File: config.mk
export PLATFORM = sky130hd
export DESIGN_NAME = intersection_phase_fsm
export DESIGN_NICKNAME = d
export VERILOG_FILES = /design/src/rtl/traffic_pkg.sv /design/src/rtl/intersection_phase_fsm.sv
export SDC_FILE = /design/constraint.sdc
export NUM_CORES = 1
export LEC_CHECK = 0
export CAP_MARGIN = 20
export CORE_MARGIN = 2
export CORE_UTILIZATION = 50
export DETAILED_ROUTE_END_ITERATION = 8
export PLACE_DENSITY = 0.72
export RECOVER_POWER = 100
export SYNTH_ARGS = -nofsm -noshare
export SYNTH_HDL_FRONTEND = slang
export SYNTH_SLANG_ARGS = --single-unit
File: constraint.sdc
create_clock -name clk -period 2 [get_ports clk]
set_input_delay 0.6 -clock clk [delete_from_list [all_inputs] [get_ports clk]]
set_output_delay 0.6 -clock clk [all_outputs]
set_load 0.01 [all_outputs]
File: src/rtl/traffic_pkg.sv
// Shared definitions for the intersection phase controller.
// Contents:
//   phase_t     - controller phase enumeration
//   RED/YEL/GRN - one-hot lamp encodings, bit order {red, yellow, green}
//   lamp_t      - lamp set for one phase (NS lamps, EW lamps, walk lamp)
//   phase_lamps - maps a phase to the lamps it must show
package traffic_pkg;

    typedef enum logic [2:0] {
        NS_GREEN  = 3'd0,
        NS_YELLOW = 3'd1,
        CLEAR_A   = 3'd2,
        EW_GREEN  = 3'd3,
        EW_YELLOW = 3'd4,
        CLEAR_B   = 3'd5,
        PED_WALK  = 3'd6
    } phase_t;

    localparam logic [2:0] RED = 3'b100;
    localparam logic [2:0] YEL = 3'b010;
    localparam logic [2:0] GRN = 3'b001;

    typedef struct packed {
        logic [2:0] ns;
        logic [2:0] ew;
        logic       walk;
    } lamp_t;

    // Any phase not listed (including unused encodings) shows all red.
    function automatic lamp_t phase_lamps(input phase_t p);
        lamp_t l;
        l.ns   = RED;
        l.ew   = RED;
        l.walk = 1'b0;
        case (p)
            NS_GREEN:  l.ns   = GRN;
            NS_YELLOW: l.ns   = YEL;
            EW_GREEN:  l.ew   = GRN;
            EW_YELLOW: l.ew   = YEL;
            PED_WALK:  l.walk = 1'b1;
            default:   l.walk = 1'b0;
        endcase
        return l;
    endfunction

endpackage

File: src/rtl/intersection_phase_fsm.sv
// Intersection phase controller: sequences NS green/yellow, all-red clearance,
// EW green/yellow, all-red clearance and an optional pedestrian walk phase.
// Green/yellow durations come from external timers via start/done handshakes.
// Ports:
//   clk         - system clock, rising edge
//   reset       - synchronous active-high reset
//   greenDone   - green timer expired (ignored outside a green phase / start cycle)
//   yellowDone  - yellow timer expired (ignored outside a yellow phase / start cycle)
//   pedRequest  - pedestrian button, level or pulse
//   greenStart  - one-cycle start pulse to the green timer
//   yellowStart - one-cycle start pulse to the yellow timer
//   nsLights    - NS lamps {red, yellow, green}, one-hot
//   ewLights    - EW lamps {red, yellow, green}, one-hot
//   walk        - pedestrian walk lamp
module intersection_phase_fsm
    import traffic_pkg::*;
#(
    parameter int ALL_RED_CYCLES = 2,
    parameter int WALK_CYCLES    = 4
) (
    input  logic       clk,
    input  logic       reset,
    input  logic       greenDone,
    input  logic       yellowDone,
    input  logic       pedRequest,
    output logic       greenStart,
    output logic       yellowStart,
    output logic [2:0] nsLights,
    output logic [2:0] ewLights,
    output logic       walk
);

    // Terminal counts; a parameter of 0 behaves like 1.
    localparam logic [14:0] ALL_RED_LAST =
        (ALL_RED_CYCLES <= 1) ? 15'd0 : 15'(ALL_RED_CYCLES - 1);
    localparam logic [14:0] WALK_LAST =
        (WALK_CYCLES <= 1) ? 15'd0 : 15'(WALK_CYCLES - 1);

    phase_t      state_r;
    phase_t      next_state_s;
    logic [14:0] cnt_r;
    logic        pending_r;
    logic        ped_go_s;
    logic        entering_s;
    lamp_t       next_lamps_s;

    // Next-phase selection. Done flags are only honoured after the start
    // pulse cycle, so a done held high advances exactly one phase per timer.
    always_comb begin
        next_state_s = state_r;
        ped_go_s     = pending_r | pedRequest;
        case (state_r)
            NS_GREEN: begin
                if (greenDone && !greenStart) next_state_s = NS_YELLOW;
                else                          next_state_s = state_r;
            end
            NS_YELLOW: begin
                if (yellowDone && !yellowStart) next_state_s = CLEAR_A;
                else                            next_state_s = state_r;
            end
            CLEAR_A: begin
                if (cnt_r >= ALL_RED_LAST) next_state_s = EW_GREEN;
                else                       next_state_s = state_r;
            end
            EW_GREEN: begin
                if (greenDone && !greenStart) next_state_s = EW_YELLOW;
                else                          next_state_s = state_r;
            end
            EW_YELLOW: begin
                if (yellowDone && !yellowStart) next_state_s = CLEAR_B;
                else                            next_state_s = state_r;
            end
            CLEAR_B: begin
                // A request arriving in the decision cycle itself still counts.
                if (cnt_r >= ALL_RED_LAST) next_state_s = ped_go_s ? PED_WALK : NS_GREEN;
                else                       next_state_s = state_r;
            end
            PED_WALK: begin
                if (cnt_r >= WALK_LAST) next_state_s = NS_GREEN;
                else                    next_state_s = state_r;
            end
            default: next_state_s = CLEAR_B;
        endcase
        entering_s   = (next_state_s != state_r);
        next_lamps_s = phase_lamps(next_state_s);
    end

    // State, counter, pending flag and registered outputs. Outputs are decoded
    // from the next phase so they line up with the phase register.
    always_ff @(posedge clk) begin
        if (reset) begin
            state_r     <= CLEAR_B;
            cnt_r       <= 15'd0;
            pending_r   <= 1'b0;
            greenStart  <= 1'b0;
            yellowStart <= 1'b0;
            nsLights    <= RED;
            ewLights    <= RED;
            walk        <= 1'b0;
        end else begin
            state_r     <= next_state_s;
            cnt_r       <= entering_s ? 15'd0 : cnt_r + 15'd1;
            // Cleared only on entry to the walk, so a press during the walk
            // is kept for the following cycle.
            pending_r   <= (entering_s && next_state_s == PED_WALK) ? 1'b0
                                                                    : (pending_r | pedRequest);
            greenStart  <= entering_s && (next_state_s == NS_GREEN || next_state_s == EW_GREEN);
            yellowStart <= entering_s && (next_state_s == NS_YELLOW || next_state_s == EW_YELLOW);
            nsLights    <= next_lamps_s.ns;
            ewLights    <= next_lamps_s.ew;
            walk        <= next_lamps_s.walk;
        end
    end

endmodule

==> summary.txt, run 1 <==
======================================================================================================
Core area ...............................................................................     2520 um2
Clock H-tree levels .....................................................................            1
Pin count of the biggest net entering global routing ....................................           16
Full die area ...........................................................................     3160 um2
Total negative setup slack ..............................................................         0 ps
Detail Route Antenna Nets ...............................................................            0
Crit. End Element .......................................................................  output port
Vias in the first global route ..........................................................         1035
Count of endpoints failing hold in the final timing report ..............................            0
Crit start category .....................................................................    flip-flop
Path class of the lowest-slack min-delay path ...........................................      reg2reg
Worst path bufs/invs ....................................................................            1
Remaining Overflow, GRT .................................................................            0
Power per cell area .....................................................................  1400 nW/um2
Nets ....................................................................................          185
DR vias/cell ............................................................................         5.29
Y dimension of the die ..................................................................      56.2 um
Yosys Warn Count ........................................................................            0
Clock latency of the later-clocked register in the worst-skew pair ......................       310 ps
Clock Tree Buf Depth ....................................................................            2
Hold WS .................................................................................       565 ps
Stage delay of the slowest cell on the critical path ....................................       570 ps
Max frequency ...........................................................................      526 MHz
Pleak ...................................................................................     0.662 nW
Start-to-end type of the worst setup path ...............................................      reg2out
Largest fanout on the critical path .....................................................            3
Mapped Area .............................................................................     1360 um2
Number of ports placed on the die boundary ..............................................           14
Clock transition at the register clock pins on the worst setup and hold paths after CTS .       140 ps
Cells along the critical path ........................................................... clkdlybuf4s50_1
Floorplan row count .....................................................................           18
Total nets after synthesis ..............................................................          158
Initial cell density of the core ........................................................        54.1%
Worst slack at placement ................................................................      -397 ps
Antenna cell count ......................................................................            0
Mapped Avg Cell Area ....................................................................     9.03 um2
Input/output buffers ....................................................................           13
Arrival time at the worst endpoint ......................................................      1300 ps
Endpoints failing setup .................................................................            0
Max-slew headroom at the worst pin ......................................................        74.2%
Number of flops mapped to enable cells by yosys .........................................            0
Average detailed-routed wire length per instance ........................................      12.8 um
Die width ...............................................................................      56.2 um
Required time at the worst-slack endpoint ...............................................      1400 ps
Setup Skew ..............................................................................      4.41 ps
Post-synthesis sequential area ratio ....................................................        41.1%
Power after layout ......................................................................      2.33 mW
Max-cap viol count ......................................................................            0
Share of the clock period used by the worst path ........................................        95.1%
Max IR drop VDD .........................................................................    0.00111 V
Number of synthesized register bits .....................................................           28
Slowest library cell on the worst path .................................................. clkdlybuf4s50_1
Dominant synthesized flop cell ..........................................................      dfxtp_1
Crit path setup slack, layout ...........................................................      98.4 ps
Run status ..............................................................................    completed
First-pass GRT wire length ..............................................................      4460 um
Initial antenna violation count .........................................................            0
Fraction of layout instances using a drive strength above 1 .............................        20.9%
Number of unique standard cell types used by synthesis ..................................           47
Minimum period implied by the final worst setup slack ...................................      1900 ps
Total number of vias ....................................................................         1096
Clock sink count ........................................................................           28
Transition at the pin with the smallest max-transition slack ............................       386 ps
Area growth, synth to finish ............................................................        22.4%
Total routing usage reported by global routing ..........................................        17.6%
Clock root buffer .......................................................................     clkbuf_4
Number of design-rule violations left by the first detailed-router iteration ............           46
Synth async-reset ratio .................................................................           0%
Cell count after synthesis ..............................................................          151
First drt pass iteration count ..........................................................            4
Family of cells with the greatest summed delay on the critical path ..................... buffers and inverters
Routability Congestion ..................................................................        0.781
TritonCTS clock tree ....................................................................          yes
Placed wire-length estimate after detailed placement ....................................      1990 um
Remaining routing DRC violations ........................................................            0
Number of max-slew violations in the final report .......................................            0
Sum of routed wire length over all layers ...............................................      2650 um
Number of clock buffers inserted by TritonCTS ...........................................            3
======================================================================================================
-- sequential cells by signal (all words and copies together), names as in the netlist --
register,count
greenStart,1
nsLights,3
walk,1
ewLights,3
cnt_r,15
state_r,3
yellowStart,1
pending_r,1
-- cell type report --
type,count,area [um2]
clock buffers,4,36.3
inverters,5,18.8
flip-flops and latches,28,562
well taps,30,37.5
fillers,205,853
multi-input cells,114,785
repair buffers,26,230
-- synthesized netlist by cell type, types with 3 or more instances --
cell type / number / area (um2)
and3_1: 3 / 18.8
nand4_1: 4 / 25.0
xnor2_1: 7 / 61.3
nor2_1: 30 / 113
dfxtp_1: 28 / 561
xor2_1: 7 / 61.3
nand2_1: 7 / 26.3
o21ai_0: 4 / 20.0
inv_1: 5 / 18.8
o211ai_1: 3 / 22.5
nand3_1: 8 / 40.0
nor3_1: 3 / 15.0
-- kinds of logic after synthesis --
group	Yosys count	synth area share (%)
AOI/OAI and AO/OA	17	9.72
xor gates and xnor gates	14	8.99
adders and majority gates	2	1.83
buffers and inverters	9	3.39
DFF	28	41.1
muxes	1	0.734
and+or+nand+nor	80	34.2
-- report_power, final --
group | switching, mW | internal (mW) | total, mW
clock network | 0.155 | 0.111 | 0.266
logic | 0.648 | 0.657 | 1.30
registers | 0.0849 | 0.675 | 0.760
total | 0.887 | 1.44 | 2.33
-- per-stage QoR --
stage               util, %  std cells  instance area [um2]
CTS                    64.4        205                 1630
floorplan                 -        151                 1360
global route           66.2        207                 1670
finish                 66.2        207                 1670
detailed placement     62.9        201                 1590
global placement       62.9        201                 1590
-- what timing repair did --
item                                   CTS  global route
setup endpoints to repair                4            24
endpoints found under the hold margin    0             0
gates resized for setup                  1             8
pin swaps                                0             4
hold buffers                             0             0
setup buffers                            0             2
-- per-layer routing --
layer / routed length (um) / global-route usage [%] / up-vias / part of all wire (%)
met1: 1300 / 24.8 / 512 / 49
met2: 1290 / 27.4 / 11 / 49
met5: 0 / 0 / - / 0
met3: 44 / 2.79 / 2 / 1.7
li1: - / - / 571 / -
met4: 15 / 5.78 / 0 / 0.57
-- final timing paths --
check	start	end	slack [ps]	cells after the start
hold / removal	cnt_r[1]$_SDFF_PP0_	cnt_r[1]$_SDFF_PP0_	560	3
setup reg to reg	cnt_r[6]$_SDFF_PP0_	greenStart$_SDFF_PP0_	130	6
hold reg to reg	cnt_r[1]$_SDFF_PP0_	cnt_r[1]$_SDFF_PP0_	560	3
setup / recovery	greenStart$_SDFF_PP0_	greenStart	100	1
-- layout by cell type, fill, tap and decap left out, types with 3 or more instances in the layout --
cell	netlist	final
nor3_1	3	3
o211ai_1	3	3
xnor2_1	7	7
nor2_1	30	30
nand4_1	4	4
buf_4	1	12
and3_1	3	3
clkdlybuf4s50_1	0	4
xor2_1	7	7
nand3_1	8	8
dfxtp_1	28	27
o21ai_0	4	3
clkbuf_4	0	4
inv_1	5	5
nand2_1	7	7
dlygate4sd3_1	0	8
Power figures use the tool's default switching activity.
==> run 2, diff against run 1 <==
--- a/config.mk
+++ b/config.mk
@@ -9,6 +9,7 @@
 export CORE_MARGIN = 2
 export CORE_UTILIZATION = 50
 export DETAILED_ROUTE_END_ITERATION = 8
+export HOLD_SLACK_MARGIN = 0.1
 export PLACE_DENSITY = 0.72
 export RECOVER_POWER = 100
 export SYNTH_ARGS = -nofsm -noshare
==> results of run 2 <==
No change in the layout: final DEF, timing and power equal those of run 1.
